$ cat src/rtl/filter_channel_scheduler.sv
`default_nettype none
// ============================================================================
// Module   : filter_channel_scheduler
// Purpose  : Round-robin time-multiplexing of one FIR filter core among NumCh
//            four-phase sample channels, one sample in flight at a time.
// Revision : 1.0 - initial release
// ============================================================================
module filter_channel_scheduler #(
  parameter int NumCh     = 4,
  parameter int DataWidth = 18,
  parameter int IdxWidth  = $clog2(NumCh > 1 ? NumCh : 2)
) (
  input  logic                       clk_i,
  input  logic                       rst_ni,
  input  logic [NumCh*DataWidth-1:0] ch_data_i,
  input  logic [NumCh-1:0]           ch_req_i,
  output logic [NumCh-1:0]           ch_ack_o,
  output logic [DataWidth-1:0]       res_data_o,
  output logic [NumCh-1:0]           res_req_o,
  input  logic [NumCh-1:0]           res_ack_i,
  output logic [DataWidth-1:0]       flt_data_o,
  output logic                       flt_req_o,
  input  logic                       flt_ack_i,
  input  logic [DataWidth-1:0]       flt_data_i,
  input  logic                       flt_req_i,
  output logic                       flt_ack_o,
  output logic                       busy_o,
  output logic [IdxWidth-1:0]        grant_o
);

  typedef enum logic [2:0] {
    S_IDLE     = 3'd0,
    S_FEED     = 3'd1,
    S_REL_IN   = 3'd2,
    S_WAIT_RES = 3'd3,
    S_ACK_FLT  = 3'd4,
    S_DELIVER  = 3'd5,
    S_REL_OUT  = 3'd6
  } state_e;

  state_e               r_state;
  logic [IdxWidth-1:0]  r_rr;
  logic [IdxWidth-1:0]  r_grant;
  logic [DataWidth-1:0] r_smp;
  logic [DataWidth-1:0] r_res;

  logic                 w_found;
  logic [IdxWidth-1:0]  w_idx;
  logic [IdxWidth-1:0]  w_pick;
  logic [DataWidth-1:0] w_pick_data;
  logic [IdxWidth-1:0]  w_rr_next;
  logic [NumCh-1:0]     w_grant_oh;
  logic                 w_ch_req_g;
  logic                 w_res_ack_g;

  // First requester at or above the round-robin pointer, wrapping modulo NumCh.
  always_comb begin
    w_found = 1'b0;
    w_idx   = '0;
    w_pick  = '0;
    for (int i = 0; i < NumCh; i++) begin
      w_idx = IdxWidth'((int'(r_rr) + i) % NumCh);
      if (!w_found && ch_req_i[w_idx]) begin
        w_found = 1'b1;
        w_pick  = w_idx;
      end
    end
  end

  always_comb begin
    w_pick_data = '0;
    for (int k = 0; k < NumCh; k++) begin
      if (w_pick == IdxWidth'(k)) w_pick_data = ch_data_i[k*DataWidth +: DataWidth];
    end
  end

  assign w_rr_next   = (r_grant == IdxWidth'(NumCh - 1)) ? '0 : r_grant + 1'b1;
  assign w_grant_oh  = NumCh'(1) << r_grant;
  assign w_ch_req_g  = ch_req_i[r_grant];
  assign w_res_ack_g = res_ack_i[r_grant];

  always_ff @(posedge clk_i or negedge rst_ni) begin
    if (!rst_ni) begin
      r_state <= S_IDLE;
      r_rr    <= '0;
      r_grant <= '0;
      r_smp   <= '0;
      r_res   <= '0;
    end else begin
      case (r_state)
        S_IDLE: begin
          if (w_found) begin
            r_grant <= w_pick;
            r_smp   <= w_pick_data;
            r_state <= S_FEED;
          end
        end
        S_FEED:     if (flt_ack_i) r_state <= S_REL_IN;
        S_REL_IN:   if (!flt_ack_i && !w_ch_req_g) r_state <= S_WAIT_RES;
        S_WAIT_RES: begin
          if (flt_req_i) begin
            r_res   <= flt_data_i;
            r_state <= S_ACK_FLT;
          end
        end
        S_ACK_FLT:  if (!flt_req_i) r_state <= S_DELIVER;
        S_DELIVER:  if (w_res_ack_g) r_state <= S_REL_OUT;
        S_REL_OUT: begin
          if (!w_res_ack_g) begin
            r_rr    <= w_rr_next;
            r_state <= S_IDLE;
          end
        end
        default:    r_state <= S_IDLE;
      endcase
    end
  end

  // Handshake outputs are decoded purely from registered state.
  assign ch_ack_o   = (r_state == S_REL_IN)  ? w_grant_oh : '0;
  assign res_req_o  = (r_state == S_DELIVER) ? w_grant_oh : '0;
  assign flt_req_o  = (r_state == S_FEED);
  assign flt_ack_o  = (r_state == S_ACK_FLT);
  assign busy_o     = (r_state != S_IDLE);
  assign flt_data_o = r_smp;
  assign res_data_o = r_res;
  assign grant_o    = r_grant;

endmodule
`default_nettype wire

$ cat config.mk
export PLATFORM = sky130hd
export DESIGN_NAME = filter_channel_scheduler
export DESIGN_NICKNAME = d
export VERILOG_FILES = /design/src/rtl/filter_channel_scheduler.sv
export SDC_FILE = /design/constraint.sdc
export NUM_CORES = 1
export LEC_CHECK = 0
export CORE_ASPECT_RATIO = 0.8
export CORE_MARGIN = 4
export CORE_UTILIZATION = 37
export DETAILED_ROUTE_END_ITERATION = 6
export MAX_ROUTING_LAYER = met4
export PLACE_DENSITY_LB_ADDON = 0.08
export SLEW_MARGIN = 20
export SYNTH_ARGS = -nofsm -noshare
export SYNTH_HDL_FRONTEND = slang
export SYNTH_SLANG_ARGS = --single-unit
$ cat constraint.sdc
create_clock -name clk_i -period 2.3 [get_ports clk_i]
set_input_delay 0.345 -clock clk_i [delete_from_list [all_inputs] [get_ports clk_i]]
set_output_delay 0.345 -clock clk_i [all_outputs]
set_load 0.02 [all_outputs]
Word-level counts from Yosys, hierarchy flattened
Cells that the tools add are included.

Memories: 0. ROM bits: 0. Word-level logic and storage cells: 84. Register bits after elaboration: 43. Output and inout bits: 49. Latch bits: 0. Input bits: 102. Memory bits (writable): 0.

Div/mod/pow operators: 0. Multipliers: 0. Add/sub/neg operators: 4. $lt $le $gt $ge: 5. Shift-type cells: 1. Equal/unequal tests: 17. Bitwise operators: 1. Muxes and demuxes: 35. Reduce and logical (&&, ||, !) cells: 16.

Operators by type and width (count): 18-bit 2-to-1 mux (4); 3-bit 2-to-1 mux (7); 3-bit one-hot mux with 7 select lines (1); 2-bit by 3-bit less-than comparator with 1-bit output (second input constant) (5); 1-bit binary-select mux with 2-bit select (6); 2-bit inequality test (second input constant) (6); 1-bit 2-to-1 mux (10); 2-bit 2-to-1 mux (5); 3-bit equality test (second input constant) (3); 4-bit 2-to-1 mux (2); 7-bit AND reduction (1); 2-bit equality test (second input constant) (3); 3-bit by 2-bit equality test with 1-bit output (second input constant) (2); 2-bit AND reduction (3); 1-bit zero test (5); 2-bit by 1-bit adder with 2-bit output (second input constant) (2); 2-bit adder (second input constant) (2); 1-bit logical AND (4); 1-bit by 2-bit << shifter with 4-bit output (first input constant) (1); 3-bit by 1-bit equality test with 1-bit output (second input constant) (1); 3-bit zero test (1); 3-bit nonzero test (1); 2-bit by 1-bit equality test with 1-bit output (second input constant) (1); 2-bit zero test (1); other kinds (2) (2).

Depth between registers and ports, before layout
Depth after elaboration: 17. Depth in mapped cells: 7. Gate-level depth less buffers: 5.

Least setup slack after synthesis
Ideal clock, no wire load.

Path kind: register -> register. From: register r_grant[0], in the netlist grant_o[0]. To: register r_state[0]. Cell stages (with the launch flop): 5. Clock period less this slack: 1.925 ns. Library setup time: 0.073 ns. Slack: 0.375 ns. Data required time: 2.227 ns. Path buffers: 0. Arrival time: 1.852 ns. Cells stage by stage: dfrtp_1 -> mux4_2 -> mux2_2 -> a222oi_1 -> nor2b_1.

Cells in the longest elaborated chain, start to end: 6. Elaborated cells between the ends (all ways): 10. Classes of those cells: eq/ne: 3; mux: 4; reduce/logical: 3.

Ends and longest elaborated chain: from (decl) (line 43) `logic [IdxWidth-1:0] r_grant;`; from (signal assigned) (line 93) `r_grant <= w_pick;`; 1-bit binary-select mux with 2-bit select (line 79) `assign w_ch_req_g = ch_req_i[r_grant];`; 1-bit 2-to-1 mux (implied by the code) (line 79); 1-bit zero test (line 99) `S_REL_IN: if (!flt_ack_i && !w_ch_req_g) r_state <= S_WAIT_RES;`; 1-bit logical AND (line 99); 2-bit inequality test (no source line); 7-bit AND reduction (no source line) *; to (signal assigned) (line 98) `S_FEED: if (flt_ack_i) r_state <= S_REL_IN;`; to (signal assigned) (line 99); to (signal assigned) (line 103) `r_state <= S_ACK_FLT;`; to (decl) (line 41) `state_e r_state;`.

Mark *: on every way between the ends. The rest lies on a longest branch, timed or not. The select of a mux whose other input is x is not followed. A chain may end at the register's enable or synchronous reset.

Final worst setup path
From: register r_state[0]. To: output port ch_ack_o[0].

Cells in the longest elaborated chain, start to end: 2.

Ends and longest elaborated chain: from (signal assigned) (line 84) `r_state <= S_IDLE;`; from (signal assigned) (line 95) `r_state <= S_FEED;`; from (signal assigned) (line 98); 3-bit by 2-bit equality test with 1-bit output (line 120) `assign ch_ack_o = (r_state == S_REL_IN) ? w_grant_oh : '0;`; 4-bit 2-to-1 mux (line 120); to (decl) (line 17) `output logic [NumCh-1:0] ch_ack_o,`.

No other way between the ends.

==> flow_summary.yaml <==
timing:
  finalSetupViolCount: 0
  fin_setup_tns_ns: 0
  maxSlewViolCount: 0
  final.min_clock_period_ns: 2.18
  tightest_slew_ns: 0.390
  finalHoldWorstSlack_ns: 0.489
  report.final.hold_viol_count: 0
  timing.clock.skew_ns: 0.00869
  max-slew-margin-rel_pct: 74.0
  fin_crit_sh_pct: 94.8
  fmax_ghz: 0.459
  timing.final.ws_setup_ns: 0.120
  unrepaired_setup_endpoints_after_global_routing: "false"
pwr:
  ir_drop_mv: 0.616
  cellPowerDensity_mw_per_mm2: 1180
  cellLeakagePower_nw: 1.88
clocking:
  clk_root_buffer_cell: "sky130_fd_sc_hd__clkbuf_8"
  clockBufferDepth: 2
  clk_pin_slew_worst_paths_ns: 0.08
  clock_insertion_delay_worst_skew_ns: 0.30
  cts-buffers-inserted: 5
  clock_sinks: 43
  cts_setup_buffers: 0
  cts_tree: "done"
  clock_tree.htree_level_count: 2
hold_path:
  min_path_type: "flop to flop"
setup_path:
  criticalPathCategory: "flop to output pin"
  worst_setup_path_end_kind: "output pin"
  cp.required_ns: 1.96
  cpMaxStageDelayCell: "sky130_fd_sc_hd__clkdlybuf4s50_1"
  arrival_ns: 1.84
  critPathLaunchType: "flop"
  critPathMaxStageDelay_ns: 0.61
  critical-path-top-delay-family: "buffers and inverters"
  timing.critical_path.cells: "nor2_1, and3_1, clkdlybuf4s50_1"
  reg2reg_setup_slack_ns: 0.37
  crit_path_max_fanout: 12
  critical_path_buf_inv_count: 1
final_layout:
  multi_input_comb_area_mm2: 0.00122
  antenna-diode-count: 0
  finish.instance_area_mm2: 0.00418
  synthToLayoutAreaGrowth_pct: 75.5
  num-fill-cells: 483
  post-route-util_pct: 68.9
  drive_gt1_share_pct: 13.0
  sequential_standard_cell_area_mm2: 0.00108
  num-nets-final: 474
floorplan:
  core_region_area_mm2: 0.00607
  core.rowCount: 25
  ioPinCount: 151
  die_w_um: 97.7
  initial_utilization_pct: 39.3
  die_area_mm2: 0.00779
  die_y_um: 79.8
placement:
  placed_cell_area_mm2: 0.00403
  gp_congestion: 0.740
  port-buffer-count: 150
  pre_cts_slack_ns: 0.0843
  place.detailed.hpwl_mm: 5.98
logic_synthesis:
  synthDistinctLibCells: 29
  synth_top_cells_by_area: "sky130_fd_sc_hd__dfrtp_1, sky130_fd_sc_hd__mux2i_1, sky130_fd_sc_hd__mux2_2"
  number_of_register_bits_inferred_by_synthesis: 43
  syn_nets: 319
  synth-edff-count: 0
  ys_warn_count: 0
  synth.most_common_cell: "sky130_fd_sc_hd__dfrtp_1"
  gate_count_post_synth: 213
  ys_top_cells_by_count: "sky130_fd_sc_hd__dfrtp_1, sky130_fd_sc_hd__mux2i_1, sky130_fd_sc_hd__nand2_1, sky130_fd_sc_hd__mux2_2, sky130_fd_sc_hd__o221ai_1"
  synthArstFlopShare_pct: 100
  dominant_register_cell_in_the_synthesized_netlist: "sky130_fd_sc_hd__dfrtp_1"
  ys_seq_area_share_pct: 45.2
  synthesis.area_mm2: 0.00238
  yosysTopAreaCellShare_pct: 45.2
  post_synth.cell_area_avg_um2: 11.2
  post_synthesis_cell_type_with_the_largest_combined_area: "sky130_fd_sc_hd__dfrtp_1"
routing:
  drt-initial-drc-count: 80
  wl_mm: 7.30
  wl_per_cell_um: 16.2
  drt_pass1_iterations: 4
  routed-via-count: 2256
  drc_errors: 0
  vias_per_cell: 5.01
  ant_nets: 0
global_routing:
  grt_pass1_vias: 2375
  number_of_antenna_violations_at_the_first_check_in_global_routing: 0
  globalRoute.totalOverflow: 0
  grt_start_max_net_pins: 21
  global_route.usage.total_pct: 18.8
  grt_pass1_wl_mm: 11.4
job:
  drv.max_cap_violation_count: 0
status:
  outcome: "finished clean"
==> state kept, by name, summed over array words and instances (netlist names) <==
register	count
flt_data_o	18
grant_o	2
r_rr	2
res_data_o	18
r_state	3
==> per-stage QoR <==
stage                     power, mW  std cells
final                          4.95        450
after global routing           5.27        450
after CTS                      5.00        450
after detailed placement       4.30        441
after global placement         4.23        441
after floorplan                2.96        213
==> where the power goes <==
part           internal [mW]  leakage, nW  switching, mW
registers               1.13        0.523          0.269
clock network          0.434       0.0654          0.255
logic                   1.51         1.29           1.35
==> cell type report <==
cell class                      count  share of cell area [%]
Timing Repair Buffer              164                    39.0
Multi-Input combinational cell    149                    29.2
Clock buffer                        6                    1.74
Sequential cell                    43                    25.8
Tap cell                           81                    2.42
Inverter                            5                   0.449
Clock inverter                      2                    1.44
==> final timing paths <==
path                                startpoint        endpoint  cells past startpoint
worst min-delay path            flt_data_o[17]  flt_data_o[17]                      2
worst max register to register      grant_o[0]      r_state[0]                      4
worst max-delay path                r_state[0]     ch_ack_o[0]                      3
max in group asynchronous               rst_ni      grant_o[0]                      3
min in group asynchronous               rst_ni   res_data_o[2]                      2
worst min register to register  flt_data_o[17]  flt_data_o[17]                      2
==> metal layers <==
layer	GRT usage, %	part of all wire (%)
met1	23.2	43
met2	30.8	49
met3	5.68	7.4
met4	4.43	0.86
met5	-	0
==> worst reg2reg max path: cells and delay by family (launching register included) <==
| family | cells | cell delay [ns] |
|---|---|---|
| AOI/OAI and AO/OA | 1 | 0.37 |
| DFF | 1 | 0.47 |
| muxes | 2 | 0.86 |
| and+or+nand+nor | 1 | 0.17 |
==> cells by family (layout without fill, tap and decap cells) <==
group	Yosys count	in the layout	share of synthesized area, %
and+or+nand+nor	55	55	11.5
adders and majority gates	4	4	2.10
buffers and inverters	21	177	4.25
DFF	43	43	45.2
muxes	59	59	26.9
AOI/OAI and AO/OA	31	31	10.0
==> cell usage in the layout, fill, tap and decap left out, types with 5 or more instances in the layout <==
| cell | Yosys | routed |
|---|---|---|
| sky130_fd_sc_hd__clkbuf_8 | 0 | 5 |
| sky130_fd_sc_hd__inv_1 | 5 | 5 |
| sky130_fd_sc_hd__nand2_1 | 27 | 27 |
| sky130_fd_sc_hd__nor2_1 | 5 | 5 |
| sky130_fd_sc_hd__mux2i_1 | 36 | 36 |
| sky130_fd_sc_hd__dfrtp_1 | 43 | 42 |
| sky130_fd_sc_hd__mux2_2 | 21 | 21 |
| sky130_fd_sc_hd__clkdlybuf4s50_1 | 0 | 148 |
| sky130_fd_sc_hd__o221ai_1 | 18 | 18 |
| sky130_fd_sc_hd__buf_4 | 0 | 11 |
==> repair_timing <==
item / CTS / global route
endpoints found under the setup margin: 0 / 3
endpoints found under the hold margin: 15 / 0
hold buffers: 1 / 0
resized for setup: 0 / 2
(Power assumes the default switching activity.)
